===== src/rtl/spi_pkg.sv =====
// Shared definitions for the SPI burst transmitter: FSM encoding and word width.
package spi_pkg;

  typedef enum logic [1:0] {
    ST_IDLE  = 2'd0,
    ST_ARM   = 2'd1,
    ST_SHIFT = 2'd2
  } spi_state_e;

  // One status bit (FIFO empty) is prepended to every payload word.
  function automatic int word_w(input int data_w);
    return data_w + 1;
  endfunction

endpackage


===== src/rtl/spi_sync.sv =====
// Two-flop synchroniser plus an edge-detect flop; emits one-clk rise/fall pulses.
module spi_sync #(
  parameter logic RST_VAL = 1'b0
) (
  input  logic i_clk,
  input  logic i_rst_n,
  input  logic i_async,
  output logic o_rise,
  output logic o_fall
);

  logic r_s1;
  logic r_s2;
  logic r_s3;

  // Metastability chain followed by the delayed copy used for edge detection.
  always_ff @(posedge i_clk or negedge i_rst_n) begin
    if (!i_rst_n) begin
      r_s1 <= RST_VAL;
      r_s2 <= RST_VAL;
      r_s3 <= RST_VAL;
    end else begin
      r_s1 <= i_async;
      r_s2 <= r_s1;
      r_s3 <= r_s2;
    end
  end

  assign o_rise = r_s2 & ~r_s3;
  assign o_fall = ~r_s2 & r_s3;

endmodule


===== src/rtl/spi_burst_tx.sv =====
// SPI slave transmitter streaming FIFO words back-to-back as {empty, data}.
// mclk and cs are oversampled on clk; all state lives in the clk domain.
module spi_burst_tx
  import spi_pkg::*;
#(
  parameter int DATA_W = 15,
  parameter int CPOL   = 0,
  parameter int CPHA   = 1,
  parameter int CNT_W  = 16
) (
  input  logic              clk,
  input  logic              rst_n,
  input  logic              mclk,
  input  logic              cs,
  output logic              miso,
  input  logic              fifo_empty,
  input  logic [DATA_W-1:0] fifo_data,
  output logic              fifo_rd,
  output logic              busy,
  output logic              underrun,
  output logic [CNT_W-1:0]  frame_words
);

  localparam int WORD_W = word_w(DATA_W);
  localparam int BC_W   = (WORD_W > 2) ? $clog2(WORD_W) : 1;
  localparam logic [BC_W-1:0] BC_LAST = BC_W'(WORD_W - 1);

  spi_state_e r_state;
  spi_state_e w_nxt;

  logic w_mclk_rise, w_mclk_fall;
  logic w_cs_rise, w_cs_fall;
  logic w_lead, w_trail, w_samp, w_shift;
  logic w_in_shift, w_word_done, w_cap;

  logic [1:0]        r_warm;
  logic              r_cs_ok;
  logic [BC_W-1:0]   r_bit_cnt;
  logic [CNT_W-1:0]  r_word_cnt;
  logic [CNT_W-1:0]  w_cnt_nxt;
  logic [WORD_W-1:0] r_shreg;
  logic              r_miso;
  logic              r_busy;
  logic              r_fifo_rd;
  logic              r_underrun;
  logic [CNT_W-1:0]  r_frame_words;
  logic [DATA_W-1:0] w_data;
  logic [WORD_W-1:0] w_word;

  spi_sync #(.RST_VAL(1'b0)) u_mclk_sync (
    .i_clk   (clk),
    .i_rst_n (rst_n),
    .i_async (mclk),
    .o_rise  (w_mclk_rise),
    .o_fall  (w_mclk_fall)
  );

  spi_sync #(.RST_VAL(1'b1)) u_cs_sync (
    .i_clk   (clk),
    .i_rst_n (rst_n),
    .i_async (cs),
    .o_rise  (w_cs_rise),
    .o_fall  (w_cs_fall)
  );

  assign w_lead  = (CPOL == 0) ? w_mclk_rise : w_mclk_fall;
  assign w_trail = (CPOL == 0) ? w_mclk_fall : w_mclk_rise;
  assign w_samp  = (CPHA == 0) ? w_lead  : w_trail;
  assign w_shift = (CPHA == 0) ? w_trail : w_lead;

  // The cs chain resets high, so a cs held low through reset produces a fake
  // fall once the chain fills. Only trust cs after it has genuinely been high.
  always_ff @(posedge clk or negedge rst_n) begin
    if (!rst_n) begin
      r_warm  <= 2'd0;
      r_cs_ok <= 1'b0;
    end else begin
      if (r_warm != 2'd3) r_warm <= r_warm + 2'd1;
      if (w_cs_rise || (r_warm == 2'd2 && !w_cs_fall)) r_cs_ok <= 1'b1;
    end
  end

  // State register.
  always_ff @(posedge clk or negedge rst_n) begin
    if (!rst_n) r_state <= ST_IDLE;
    else        r_state <= w_nxt;
  end

  // Next state: cs fall arms a frame, cs rise ends it from anywhere.
  always_comb begin
    w_nxt = r_state;
    case (r_state)
      ST_IDLE:  if (w_cs_fall && r_cs_ok) w_nxt = ST_ARM;
      ST_ARM:   w_nxt = ST_SHIFT;
      ST_SHIFT: w_nxt = ST_SHIFT;
      default:  w_nxt = ST_IDLE;
    endcase
    if (w_cs_rise) w_nxt = ST_IDLE;
  end

  assign w_in_shift  = (r_state == ST_SHIFT);
  assign w_word_done = w_in_shift && w_samp && (r_bit_cnt == BC_LAST);
  // A word captured as cs rises could never be sent, so it is not popped.
  assign w_cap       = !w_cs_rise && ((r_state == ST_ARM) || w_word_done);
  assign w_cnt_nxt   = (w_word_done && (r_word_cnt != '1)) ? r_word_cnt + 1'b1 : r_word_cnt;
  assign w_data      = fifo_empty ? {DATA_W{1'b0}} : fifo_data;
  assign w_word      = {fifo_empty, w_data};

  // Bit and word counters run only inside SHIFT and restart every frame.
  always_ff @(posedge clk or negedge rst_n) begin
    if (!rst_n) begin
      r_bit_cnt  <= '0;
      r_word_cnt <= '0;
    end else if (w_in_shift) begin
      if (w_samp) r_bit_cnt <= (r_bit_cnt == BC_LAST) ? '0 : r_bit_cnt + 1'b1;
      r_word_cnt <= w_cnt_nxt;
    end else begin
      r_bit_cnt  <= '0;
      r_word_cnt <= '0;
    end
  end

  // Status outputs: pop/underrun strobes follow capture, frame length on cs rise.
  always_ff @(posedge clk or negedge rst_n) begin
    if (!rst_n) begin
      r_busy        <= 1'b0;
      r_fifo_rd     <= 1'b0;
      r_underrun    <= 1'b0;
      r_frame_words <= '0;
    end else begin
      r_busy     <= (w_nxt != ST_IDLE);
      r_fifo_rd  <= w_cap & ~fifo_empty;
      r_underrun <= w_cap & fifo_empty;
      if (w_cs_rise && (r_state != ST_IDLE)) r_frame_words <= w_cnt_nxt;
    end
  end

  // Shift path. CPHA=0 drives the MSB at capture and shifts on trailing edges,
  // skipping the trailing edge that closes a word since the next word is
  // already on the line. CPHA=1 loads silently and shifts on leading edges.
  always_ff @(posedge clk or negedge rst_n) begin
    if (!rst_n) begin
      r_shreg <= '0;
      r_miso  <= 1'b0;
    end else if ((r_state == ST_IDLE) || w_cs_rise) begin
      r_shreg <= '0;
      r_miso  <= 1'b0;
    end else if (w_cap) begin
      if (CPHA == 0) begin
        r_miso  <= w_word[WORD_W-1];
        r_shreg <= {w_word[WORD_W-2:0], 1'b0};
      end else begin
        r_shreg <= w_word;
      end
    end else if (w_in_shift && w_shift && ((CPHA != 0) || (r_bit_cnt != '0))) begin
      r_miso  <= r_shreg[WORD_W-1];
      r_shreg <= {r_shreg[WORD_W-2:0], 1'b0};
    end
  end

  assign miso        = r_miso;
  assign busy        = r_busy;
  assign fifo_rd     = r_fifo_rd;
  assign underrun    = r_underrun;
  assign frame_words = r_frame_words;

endmodule


===== config.mk =====
export PLATFORM = sky130hd
export DESIGN_NAME = spi_burst_tx
export DESIGN_NICKNAME = d
export VERILOG_FILES = /design/src/rtl/spi_pkg.sv /design/src/rtl/spi_sync.sv /design/src/rtl/spi_burst_tx.sv
export SDC_FILE = /design/constraint.sdc
export NUM_CORES = 1
export LEC_CHECK = 0
export BUFFER_PORTS_ARGS = -buffer_cell sky130_fd_sc_hd__buf_2
export CAP_MARGIN = 15
export CORE_MARGIN = 1.5
export CORE_UTILIZATION = 45
export CTS_BUF_LIST = sky130_fd_sc_hd__clkbuf_2 sky130_fd_sc_hd__clkbuf_4 sky130_fd_sc_hd__clkbuf_8
export DETAILED_ROUTE_END_ITERATION = 7
export PLACE_DENSITY = 0.68
export SLEW_MARGIN = 20
export SYNTH_ARGS = -nofsm -noshare
export SYNTH_HDL_FRONTEND = slang
export SYNTH_SLANG_ARGS = --single-unit

===== constraint.sdc =====
create_clock -name clk -period 5.19 [get_ports clk]
set_input_delay 1.038 -clock clk [delete_from_list [all_inputs] [get_ports clk]]
set_output_delay 1.038 -clock clk [all_outputs]
set_load 0.1 [all_outputs]

# Yosys cells after proc, flatten, opt, wreduce, memory -nomap -nowiden
# Index checks and enable logic that the tools add are counted.
# classes
eq_ne	8
n_reduce_logical	20
bitwise	11
addsub	3
muxes	15
# ops
op	n
two-way mux 16 bit	5
adder 16 x 1 -> 16 bit, second input constant	1
!= test 16 bit, second input constant	1
two-way mux 15 bit	1
two-way mux 4 bit	3
logical AND 1 bit	8
AND 1 bit	6
nonzero test 2 bit	3
NOT 1 bit	5
adder 4 x 1 -> 4 bit, second input constant	1
equality test 2 bit, second input constant	2
equality test 4 bit, second input constant	1
two-way mux 2 bit	2
!= test 2 bit, second input constant	2
one-hot mux 2 bit (2 select lines)	1
logical OR 1 bit	3
two-way mux 1 bit	3
nonzero test 3 bit	1
adder 2 x 1 -> 2 bit, second input constant	1
equality test 2 x 1 -> 1 bit, second input constant	1
logical NOT 1 bit	2
logical NOT 2 bit	1
!= test 2 x 1 -> 1 bit, second input constant	1
AND reduction 2 bit	1
OR reduction 2 bit	1
# totals
input_bits	20
output_inout_bits	20
wordCells	74
register_bits	67

# Depth between registers and ports, before layout
# Gate-level depths: netlist of the first run.
# logic_depth
word_depth	8
mapped_depth	9
mapped_depth_nobuf	7

# Hierarchy
# A second synthesis of the first run with hierarchy kept.
# unflattened
cells_unflattened	328
area_unflattened_um2	3270.6
# modules_own_cells
mod	area_per_inst_um2	n_inst	seq_area_each_um2	cells_per_inst
spi_burst_tx	3086.7	1	1526.5	318
spi_sync (u_cs_sync)	93.8	1	78.8	5
spi_sync (u_mclk_sync)	90.1	1	75.1	5

# Worst setup path before layout of the first run
# OpenSTA, ideal clock, no wires.
# synth_path
path_type	register to register
start	reg r_state[0]
end	reg r_frame_words[15], in the netlist frame_words[15]
period_less_slack_ns	1.982
path_stages_with_launch	8
slack_ns	3.208
required_time_ns	5.065
arrival_time_ns	1.857
n_path_buf	0
setup_time_ns	0.125
cell_sequence	dfrtp_1 -> inv_1 -> ha_1 -> nand3_2 -> nor4_4 -> nand4_1 -> mux2_1 -> mux2_2
# synth_between
elab_chain_len	5
word_cells_on_any_way	7
cone_classes	1 x eq/ne; 1 x mux; 5 x reduce/logical
# synth_rtl
element	line	rtl
start: declaration	spi_burst_tx.sv:28	spi_state_e r_state;
start signal: assignment	spi_burst_tx.sv:86	else r_state <= w_nxt;
equality test 2 bit	spi_burst_tx.sv:101	assign w_in_shift = (r_state == ST_SHIFT);
logical AND 1 bit (2 in series)	spi_burst_tx.sv:102	assign w_word_done = w_in_shift && w_samp && (r_bit_cnt == BC_LAST);
logical AND 1 bit	spi_burst_tx.sv:105	assign w_cnt_nxt = (w_word_done && (r_word_cnt != '1)) ? r_word_cnt + 1'b1 : r_word_cnt;
two-way mux 16 bit	spi_burst_tx.sv:105	
end signal: assignment	spi_burst_tx.sv:134	if (w_cs_rise && (r_state != ST_IDLE)) r_frame_words <= w_cnt_nxt;
end: declaration	spi_burst_tx.sv:46	logic [CNT_W-1:0] r_frame_words;
# Several ways; a longest one is shown, not always the timed one.
# A chain may end at the register's enable or synchronous reset.

# Final worst setup path of the first run
# layout_path
start	reg r_state[0]
end	reg r_shreg[11]
# layout_between
elab_chain_len	7
word_cells_on_any_way	12
cone_classes	2 x eq/ne; 2 x mux; 8 x reduce/logical
# layout_rtl
element	line	rtl
equality test 2 bit	spi_burst_tx.sv:101	
logical AND 1 bit (2 in series)	spi_burst_tx.sv:102	
logical OR 1 bit	spi_burst_tx.sv:104	assign w_cap = !w_cs_rise && ((r_state == ST_ARM) || w_word_done);
logical AND 1 bit	spi_burst_tx.sv:104	
two-way mux 16 bit	spi_burst_tx.sv:148	end else if (w_cap) begin
two-way mux 16 bit	spi_burst_tx.sv:145	end else if ((r_state == ST_IDLE) || w_cs_rise) begin
end signal: assignment	spi_burst_tx.sv:151	r_shreg <= {w_word[WORD_W-2:0], 1'b0};
end signal: assignment	spi_burst_tx.sv:153	r_shreg <= w_word;
end signal: assignment	spi_burst_tx.sv:157	r_shreg <= {r_shreg[WORD_W-2:0], 1'b0};
end: declaration	spi_burst_tx.sv:41	logic [WORD_W-1:0] r_shreg;
# Several ways; a longest one is shown, not always the timed one.

==> results of run 1 <==
[Yosys cell counts]
master / count
a21oi_1: 18
a22o_1: 1
a311oi_1: 1
and2_1: 5
and3_1: 6
and4_1: 1
buf_4: 2
clkbuf_1: 8
clkinv_1: 1
dfrtp_1: 64
dfstp_2: 3
ha_1: 7
inv_1: 6
maj3_1: 1
mux2_1: 1
mux2_2: 1
mux2i_1: 18
nand2_1: 25
nand2b_1: 1
nand3_1: 5
nand3_2: 2
nand3b_1: 1
nand3b_4: 1
nand4_1: 3
nor2_1: 38
nor2b_1: 16
nor3_1: 3
nor4_1: 1
nor4_2: 2
nor4_4: 1
o2111ai_1: 1
o211ai_1: 3
o21a_1: 1
o21ai_0: 21
o21ai_1: 2
o21bai_2: 1
o22ai_1: 1
o311ai_0: 2
o31ai_1: 1
or2_2: 2
or3_1: 2
xnor2_1: 2
xor2_1: 13
[path summary, 6_finish.rpt]
kind                                       startpoint                         end  depth (start not counted)
min in group asynchronous                       rst_n  frame_words[3]$_DFFE_PN0P_                          1
max reg2reg                      r_state[0]$_DFF_PN0_     r_shreg[11]$_DFFE_PN0P_                          7
min                        u_mclk_sync.r_s1$_DFF_PN0_  u_mclk_sync.r_s2$_DFF_PN0_                          0
min reg2reg                u_mclk_sync.r_s1$_DFF_PN0_  u_mclk_sync.r_s2$_DFF_PN0_                          0
max in group asynchronous                       rst_n          underrun$_DFF_PN0_                          2
max                              r_state[0]$_DFF_PN0_     r_shreg[11]$_DFFE_PN0P_                          7
[where the power goes]
group          internal, uW  total [uW]  leakage (uW)  switching, uW
Clock                   343         535      0.000124            191
Sequential              597         632      0.000869           34.8
Combinational           134         770      0.000653            636
[layer usage]
layer,GRT usage,wire length (microns),up-vias
li1,-,-,1097
met5,0,0,-
met1,0.213,2640,1083
met2,0.278,2670,47
met3,0.0626,220,12
met4,0.0587,72,0
[layout make-up]
type	count	area, sq um
Fill cell	598	3090
Sequential cell	67	1680
Multi-Input combinational cell	211	1350
Timing Repair Buffer	42	220
Clock buffer	12	153
Tap cell	80	100
Clock inverter	4	97.6
Inverter	7	26.3
[stage by stage]
stage / hold slack (ns) / area (sq um) / setup slack, ns / cells
CTS: 0.358 / 3620 / 2.79 / 423
detailed placement: 0.339 / 3370 / 2.78 / 407
global route: 0.359 / 3620 / 2.63 / 423
floorplan: 0.331 / 3090 / 3.21 / 295
global placement: 0.340 / 3370 / 2.94 / 407
finish: 0.352 / 3620 / 2.84 / 423
[registers in the layout (all words and copies together) (netlist names)]
signal,count
u_cs_sync.r_s2,1
busy,1
fifo_rd,1
r_cs_ok,1
u_mclk_sync.r_s3,1
underrun,1
frame_words,16
u_cs_sync.r_s3,1
r_word_cnt,16
r_state,2
u_mclk_sync.r_s1,1
r_bit_cnt,4
r_warm,2
r_shreg,16
miso,1
u_cs_sync.r_s1,1
u_mclk_sync.r_s2,1
[cell families (layout without fill, tap and decap cells)]
kind of cell	count (synthesis)	count (layout)	synth area share
and+or+nand+nor	115	115	0.195
DFF	67	67	0.544
AOI/OAI and AO/OA	53	53	0.0983
muxes	20	20	0.0656
buffers and inverters	17	65	0.0231
xor gates and xnor gates	15	15	0.0425
adders and majority gates	8	8	0.0316
==> reports/qor.yml, run 1 <==
finalHoldViolations: 0
cp_slowest_cell: "and2_1"
cts_max_level: 3
start_util: 0.460
reg2reg_slack_ns: 2.84
grt_overflow: 0
fin_crit_sh: 0.453
path_class: "flop to flop"
dp_hpwl_microns: 3840
outcome: "complete, no violations"
timing.fmax_ghz: 0.426
ys_types: 43
drive_gt1_frac: 0.210
clkSinkCount: 67
cts_resized: 0
yosys.area.top_type: "dfrtp_1"
dr.first_iter.drc_count: 93
syn_avg_cell_area_sq_um: 10.5
die-area_sq_um: 7380
finalSetupViolations: 0
cts_buffers: 9
hold_buffers: 0
path_buf_inv: 1
synth.ff_latch_count: 67
period_minus_slack_ns: 2.35
skew_ns: 0.00564
max_stage_delay_ns: 0.69
start_kind: "flop"
clockBufferDepth: 2
viasPerCell: 5.29
post_cts_buffers: 0
clk_latency_ns: 0.34
fin_nets: 365
grt_pass1_wl_microns: 9720
slew_headroom: 0.468
ys_seq_area_frac: 0.544
syn2layout_area_growth_pct: 17.2
path_delay_family: "simple AND/OR/NAND/NOR gates"
ys_warn_count: 0
fin_util: 0.539
tightest_slew_ns: 0.797
drc_errors: 0
clkTransAtPathRegs_ns: 0.07
first_pass_iters: 4
min_path_type: "flop to flop"
cp_max_fo: 14
power.total_uw: 1940
std_cell_rows: 30
clock-root-buffer: "clkbuf_8"
arrival_ns: 2.57
power.leakage_uw: 0.00165
numPortBuffers: 39
track_usage: 0.172
worstPathRequired_ns: 5.41
place_congestion: 0.783
diodes: 0
slew_violations: 0
endpoint_kind: "flop"
die_w_microns: 85.9
rsz0062_at_grt: "false"
final_common_cell: "dfrtp_1"
grt_pass1_vias: 2129
power.density_nw_per_um2: 534
irDropWorstVdd_uv: 237
cts_tree: "built"
core_sq_um: 6720
synth_area_leaders: "dfrtp_1 (52%), mux2i_1 (5.8%), nor2_1 (4.6%), xor2_1 (3.7%), o21ai_0 (3.4%)"
wirelength_microns: 5610
cp_cell_sequence: "inv_1, ha_1, nand3_2, o21bai_2, and2_1, mux2i_1, o21ai_0"
grt_start_max_net_pins: 45
fin_tns_setup_ns: 0
layout_common_cells: "dfrtp_1 (64), buf_2 (38), nor2_1 (37), nand2_1 (25), o21ai_0 (21)"
die_y_microns: 85.9
ant_nets: 0
syn_area_sq_um: 3090
yosysTopAreaCellShare: 0.518
ios: 40
synth.net_count: 322
vias: 2239
syn_inst: 295
antenna_found_initial: 0
detail_route.wl_per_cell_microns: 13.3
cap_violations: 0
No activity file was read; power rests on OpenSTA's default activity.
==> run 2: changes to the inputs <==
--- a/config.mk
+++ b/config.mk
@@ -5,13 +5,14 @@
 export SDC_FILE = /design/constraint.sdc
 export NUM_CORES = 1
 export LEC_CHECK = 0
+export ABC_AREA = 1
 export BUFFER_PORTS_ARGS = -buffer_cell sky130_fd_sc_hd__buf_2
 export CAP_MARGIN = 15
 export CORE_MARGIN = 1.5
 export CORE_UTILIZATION = 45
 export CTS_BUF_LIST = sky130_fd_sc_hd__clkbuf_2 sky130_fd_sc_hd__clkbuf_4 sky130_fd_sc_hd__clkbuf_8
 export DETAILED_ROUTE_END_ITERATION = 7
-export PLACE_DENSITY = 0.68
+export PLACE_DENSITY = 0.67
 export SLEW_MARGIN = 20
 export SYNTH_ARGS = -nofsm -noshare
 export SYNTH_HDL_FRONTEND = slang
==> constraint.sdc (replaced) <==
create_clock -name clk -period 2.4 [get_ports clk]
set_input_delay 0.48 -clock clk [delete_from_list [all_inputs] [get_ports clk]]
set_output_delay 0.48 -clock clk [all_outputs]
set_load 0.1 [all_outputs]
==> run 2 against run 1 <==
Net effect: utilization decreased by 0.63 points; clock power up 64%; critical path depth rose by 2; setup slack got worse by 2.6 ns; non-clock buffer count is 1 higher; area after synthesis rose by 11%; global-route usage grew 0.74 points; synthesized cell count is 45% higher; hold slack worse by 0.11 ns; die area is 11% higher; first-iteration DRC count up 91%; cell area is 7.8% higher; critical path type unchanged; highest routed layer unchanged.
==> reports/qor.yml, run 2 <==
syn_area_sq_um: 3430
tightest_slew_ns: 0.874
irDropWorstVdd_uv: 434
arrival_ns: 2.39
clock-root-buffer: "clkbuf_8"
clkTransAtPathRegs_ns: 0.07
synthTopCellsByCount: "nand2_1 (190), dfrtp_1 (64), inv_1 (37)"
fin_crit_sh: 0.880
endpoint_kind: "flop"
clockBufferDepth: 2
min_path_type: "input pin to flop"
path_delay_family: "compound AO/OA/AOI/OAI gates"
start_util: 0.469
detail_route.wl_per_cell_microns: 11.5
worstPathRequired_ns: 2.68
numPortBuffers: 39
fin_nets: 501
wirelength_microns: 6660
fin_tns_setup_ns: 0
dp_hpwl_microns: 4790
grt_pass1_wl_microns: 11700
fillers: 701
cts_resized: 0
clkSinkCount: 67
rr_startpoint: "r_state[0]$_DFF_PN0_"
start_kind: "flop"
startpoint: "r_state[0]$_DFF_PN0_"
syn_inst: 429
place_congestion: 0.830
timing.fmax_ghz: 0.473
syn2layout_area_growth_pct: 13.8
synth_area_leaders: "dfrtp_1 (47%), nand2_1 (21%), nand3_1 (4.7%), inv_1 (4.0%), nor2_1 (2.8%)"
grt_pass1_vias: 2661
max_stage_delay_ns: 0.68
grt_start_max_net_pins: 43
path_buf_inv: 1
diodes: 0
ios: 40
fin_cells: 578
cts_buffers: 9
cap_violations: 0
hold_ws_ns: 0.239
worstHoldStart: "cs"
vias: 2736
clk_latency_ns: 0.34
async_flop_share: 1.00
post_cts_buffers: 0
grt_overflow: 0
drc_errors: 0
ant_nets: 0
viasPerCell: 4.73
drive_gt1_frac: 0.180
dr.first_iter.drc_count: 178
power.leakage_uw: 0.00207
die_y_microns: 90.4
yosys.area.top_type: "dfrtp_1"
synth.ff_latch_count: 67
synth_ff_type: "dfrtp_1"
layout_common_cells: "nand2_1 (190), dfrtp_1 (64), buf_2 (39), inv_1 (37), nand3_1 (32)"
track_usage: 0.179
finalHoldViolations: 0
synth_enable_flop_cells: 0
outcome: "complete, no violations"
slew_violations: 0
yosysTopAreaCellShare: 0.466
cp_max_fo: 34
syn_avg_cell_area_sq_um: 8.01
core_sq_um: 7330
finalSetupViolations: 0
die-area_sq_um: 8170
rsz0062_at_grt: "false"
cp_cell_sequence: "inv_1, ha_1, nand3_4, nor2_8, o21ai_4, nand2_1, o21ai_2, nand2_1, nand2_1"
path_class: "flop to flop"
cp_slowest_cell: "o21ai_4"
slew_headroom: 0.415
period_minus_slack_ns: 2.11
cts_max_level: 3
dp.cells: 561
worst_path_most_repeated_cell: "nand2_1"
antenna_found_initial: 0
cts_tree: "built"
power.density_nw_per_um2: 673
std_cell_rows: 31
synth.net_count: 456
skew_ns: 0.00631
ys_types: 29
final_common_cell: "nand2_1"
ys_seq_area_frac: 0.489
yosysMostFrequentCell: "nand2_1"
first_pass_iters: 4
die_w_microns: 90.4
ys_warn_count: 0
## run 2: metal layers
layer	part of all wire	GRT usage	wire length (microns)
met3	0.024	0.0328	162
met2	0.49	0.297	3240
met5	0	0	0
met1	0.47	0.225	3160
met4	0.016	0.0873	104
## run 2: worst paths after layout
path,slack (ns),endpoint,cells after the start
min in group asynchronous,0.51,frame_words[3]$_DFFE_PN0P_,2
max in group asynchronous,1.36,u_cs_sync.r_s1$_DFF_PN1_,3
hold reg to reg,0.35,u_mclk_sync.r_s2$_DFF_PN0_,0
setup / recovery,0.29,r_shreg[7]$_DFFE_PN0P_,9
hold / removal,0.24,u_cs_sync.r_s1$_DFF_PN1_,1
setup reg to reg,0.29,r_shreg[7]$_DFFE_PN0P_,9
## run 2: logic make-up after synthesis
kind of cell | after synthesis | share of synthesized area
and+or+nand+nor | 269 | 0.347
DFF | 67 | 0.489
buffers and inverters | 48 | 0.0648
AOI/OAI and AO/OA | 31 | 0.0554
xor gates and xnor gates | 7 | 0.0179
adders and majority gates | 7 | 0.0255
## run 2: per-stage QoR
| step | worst slack (ns) | cell area (sq um) | power [uW] | util |
|---|---|---|---|---|
| floorplan | 0.739 | 3430 | 1700 | - |
| global placement | 0.339 | 3710 | 1780 | 0.507 |
| detailed placement | 0.308 | 3710 | 1790 | 0.507 |
| CTS | 0.297 | 3910 | 2670 | 0.533 |
| global route | 0.0272 | 3910 | 2770 | 0.533 |
| finish | 0.287 | 3910 | 2630 | 0.533 |
## run 2: power breakdown
group	internal (uW)	leakage [uW]	switching (uW)
logic	126	0.00107	428
registers	1180	0.000899	24.0
clock network	464	0.000101	412
## run 2: cell type report
type                            count  area (sq um)  area share
Clock buffer                       14           174      0.0445
Clock inverter                      2          10.0     0.00256
Inverter                           39           149      0.0381
Multi-Input combinational cell    314          1530       0.392
Sequential cell                    67          1680       0.430
Tap cell                           99           124      0.0317
Timing Repair Buffer               43           240      0.0615
## run 2: what timing repair did
item	CTS	global route
setup endpoints to repair	0	0
hold buffers	1	0
hold endpoints to repair	6	0
==> run 3: changes to the inputs <==
--- a/config.mk
+++ b/config.mk
@@ -6,13 +6,15 @@
 export NUM_CORES = 1
 export LEC_CHECK = 0
 export ABC_AREA = 1
+export ABC_CLOCK_PERIOD_IN_PS = 2400
 export BUFFER_PORTS_ARGS = -buffer_cell sky130_fd_sc_hd__buf_2
 export CAP_MARGIN = 15
 export CORE_MARGIN = 1.5
-export CORE_UTILIZATION = 45
+export CORE_UTILIZATION = 40
 export CTS_BUF_LIST = sky130_fd_sc_hd__clkbuf_2 sky130_fd_sc_hd__clkbuf_4 sky130_fd_sc_hd__clkbuf_8
 export DETAILED_ROUTE_END_ITERATION = 7
-export PLACE_DENSITY = 0.67
+export PLACE_DENSITY = 0.61
+export SETUP_SLACK_MARGIN = 0.1
 export SLEW_MARGIN = 20
 export SYNTH_ARGS = -nofsm -noshare
 export SYNTH_HDL_FRONTEND = slang
==> run 3 against run 2 <==
Net effect: sequential power about the same; utilization decreased by 5.7 points; register-to-register slack about the same; combinational power increased by 5.6%; critical path type unchanged; largest cell class unchanged.
==> reports/qor.yml, run 3 (synthesized netlist as in run 2, its figures left out) <==
track_usage: 0.177
wirelength_microns: 7270
wl_met1_microns: 3490
tightest_slew_ns: 0.924
vias: 2790
cts_buffers: 9
finalWorstSetupSlack_ns: 0.285
grt_pass1_vias: 2714
detail_route.wl_per_cell_microns: 12.4
highest_layer: "met4"
start_kind: "flop"
clockBufferDepth: 2
dp.cells: 567
cp_max_fo: 17
grt_overflow: 0
cp_slowest_cell: "o21ai_2"
cts_max_level: 3
hold_buffers: 0
finalSetupViolations: 0
layout_common_cells: "nand2_1 (190), dfrtp_1 (64), buf_2 (39), inv_1 (37), nand3_1 (32)"
preCtsSetupSlack_ns: 0.297
antenna_found_initial: 0
fin_cells: 584
die_w_microns: 95.7
worstPathRequired_ns: 2.69
placed_cell_area_sq_um: 3720
slew_headroom: 0.384
diodes: 0
ios: 40
viasPerCell: 4.78
min_path_type: "input pin to async pin"
arrival_ns: 2.41
cts_tree: "built"
clkSinkCount: 67
first_pass_iters: 4
max_stage_delay_ns: 0.74
timing.fmax_ghz: 0.473
final_common_cell: "nand2_1"
clock-root-buffer: "clkbuf_8"
core_sq_um: 8260
skew_ns: 0.0140
met3_wirelength_microns: 283
cap_violations: 0
period_minus_slack_ns: 2.11
slew_violations: 0
drive_gt1_frac: 0.182
irDropWorstVdd_uv: 522
rsz0062_at_grt: "false"
clk_latency_ns: 0.35
fin_tns_setup_ns: 0
place_congestion: 0.884
dp_hpwl_microns: 4670
syn2layout_area_growth_pct: 14.6
die-area_sq_um: 9150
worst_path_most_repeated_cell: "nand2_1"
fillers: 818
cp_cell_sequence: "inv_1, ha_1, nand3_4, nor2_8, o21ai_2, nand2_1, o21ai_1, nand2_1, nand2_1"
std_cell_rows: 33
outcome: "complete, no violations"
grt_pass1_wl_microns: 12200
grt_start_max_net_pins: 68
path_class: "flop to flop"
power.density_nw_per_um2: 698
path_delay_family: "compound AO/OA/AOI/OAI gates"
route.met2.wl_microns: 3310
numPortBuffers: 39
fin_crit_sh: 0.881
clkTransAtPathRegs_ns: 0.08
endpoint_kind: "flop"
fin_area_sq_um: 3940
dr.first_iter.drc_count: 174
drc_errors: 0
power.leakage_uw: 0.00208
fin_nets: 501
ant_nets: 0
path_buf_inv: 1
die_y_microns: 95.7
finalHoldViolations: 0
start_util: 0.416
==> run 3: changes by cell type in the layout (fill, tap and decap cells not counted) <==
cell	delta
clkbuf_8	+3
clkinv_2	-1
o21ai_2	+1
clkbuf_4	-2
dlygate4sd3_1	-1
==> run 3: worst paths after layout <==
kind | start | end | slack (ns) | cells past startpoint
hold reg to reg | u_cs_sync.r_s1$_DFF_PN1_ | u_cs_sync.r_s2$_DFF_PN1_ | 0.36 | 0
setup / recovery | r_state[0]$_DFF_PN0_ | r_shreg[10]$_DFFE_PN0P_ | 0.29 | 9
setup reg to reg | r_state[0]$_DFF_PN0_ | r_shreg[10]$_DFFE_PN0P_ | 0.29 | 9
max in group asynchronous | rst_n | u_cs_sync.r_s2$_DFF_PN1_ | 1.93 | 2
min in group clk | cs | u_cs_sync.r_s1$_DFF_PN1_ | 0.23 | 1
hold / removal | rst_n | r_word_cnt[0]$_DFF_PN0_ | 0.14 | 2
==> run 3: repair_timing <==
item / in CTS / in global routing
resized for setup: 0 / 0
endpoints found under the setup margin: 0 / 13
setup buffers: 0 / 0
hold endpoints to repair: 0 / 0
==> run 3: per-layer routing <==
metal,vias to the layer above,GRT usage
li1,1435,-
met1,1290,0.227
met2,52,0.281
met3,13,0.0351
met4,0,0.0944
met5,-,0
==> run 3: per-stage QoR <==
step	hold WS (ns)	total power [uW]	util
2_1_floorplan	0.184	1700	-
3_3_place_gp	0.335	1800	0.451
3_5_place_dp	0.348	1800	0.451
4_1_cts	0.151	2770	0.476
5_1_grt	0.176	2880	0.477
6_report	0.143	2750	0.477
==> run 3: cell type report <==
class                   count  area [sq um]  area share
flip-flops and latches     67          1680       0.427
multi-input cells         315          1540       0.391
repair buffers             42           230      0.0585
clock buffers              15           200      0.0509
inverters                  39           149      0.0378
well taps                 105           131      0.0334
clock inverters             1          5.00     0.00127
==> run 3: power by group <==
part	switching, uW	internal [uW]	total [uW]
Sequential	24.1	1180	1200
Combinational	451	134	585
Clock	433	528	961
==> run 3: worst register-to-register path, cell delays in order, from the launching register on <==
cell and delay [ns]:
dfrtp_1 0.36, inv_1 0.07, ha_1 0.30, nand3_4 0.17
nor2_8 0.08, o21ai_2 0.75, nand2_1 0.10, o21ai_1 0.11
nand2_1 0.06, nand2_1 0.06
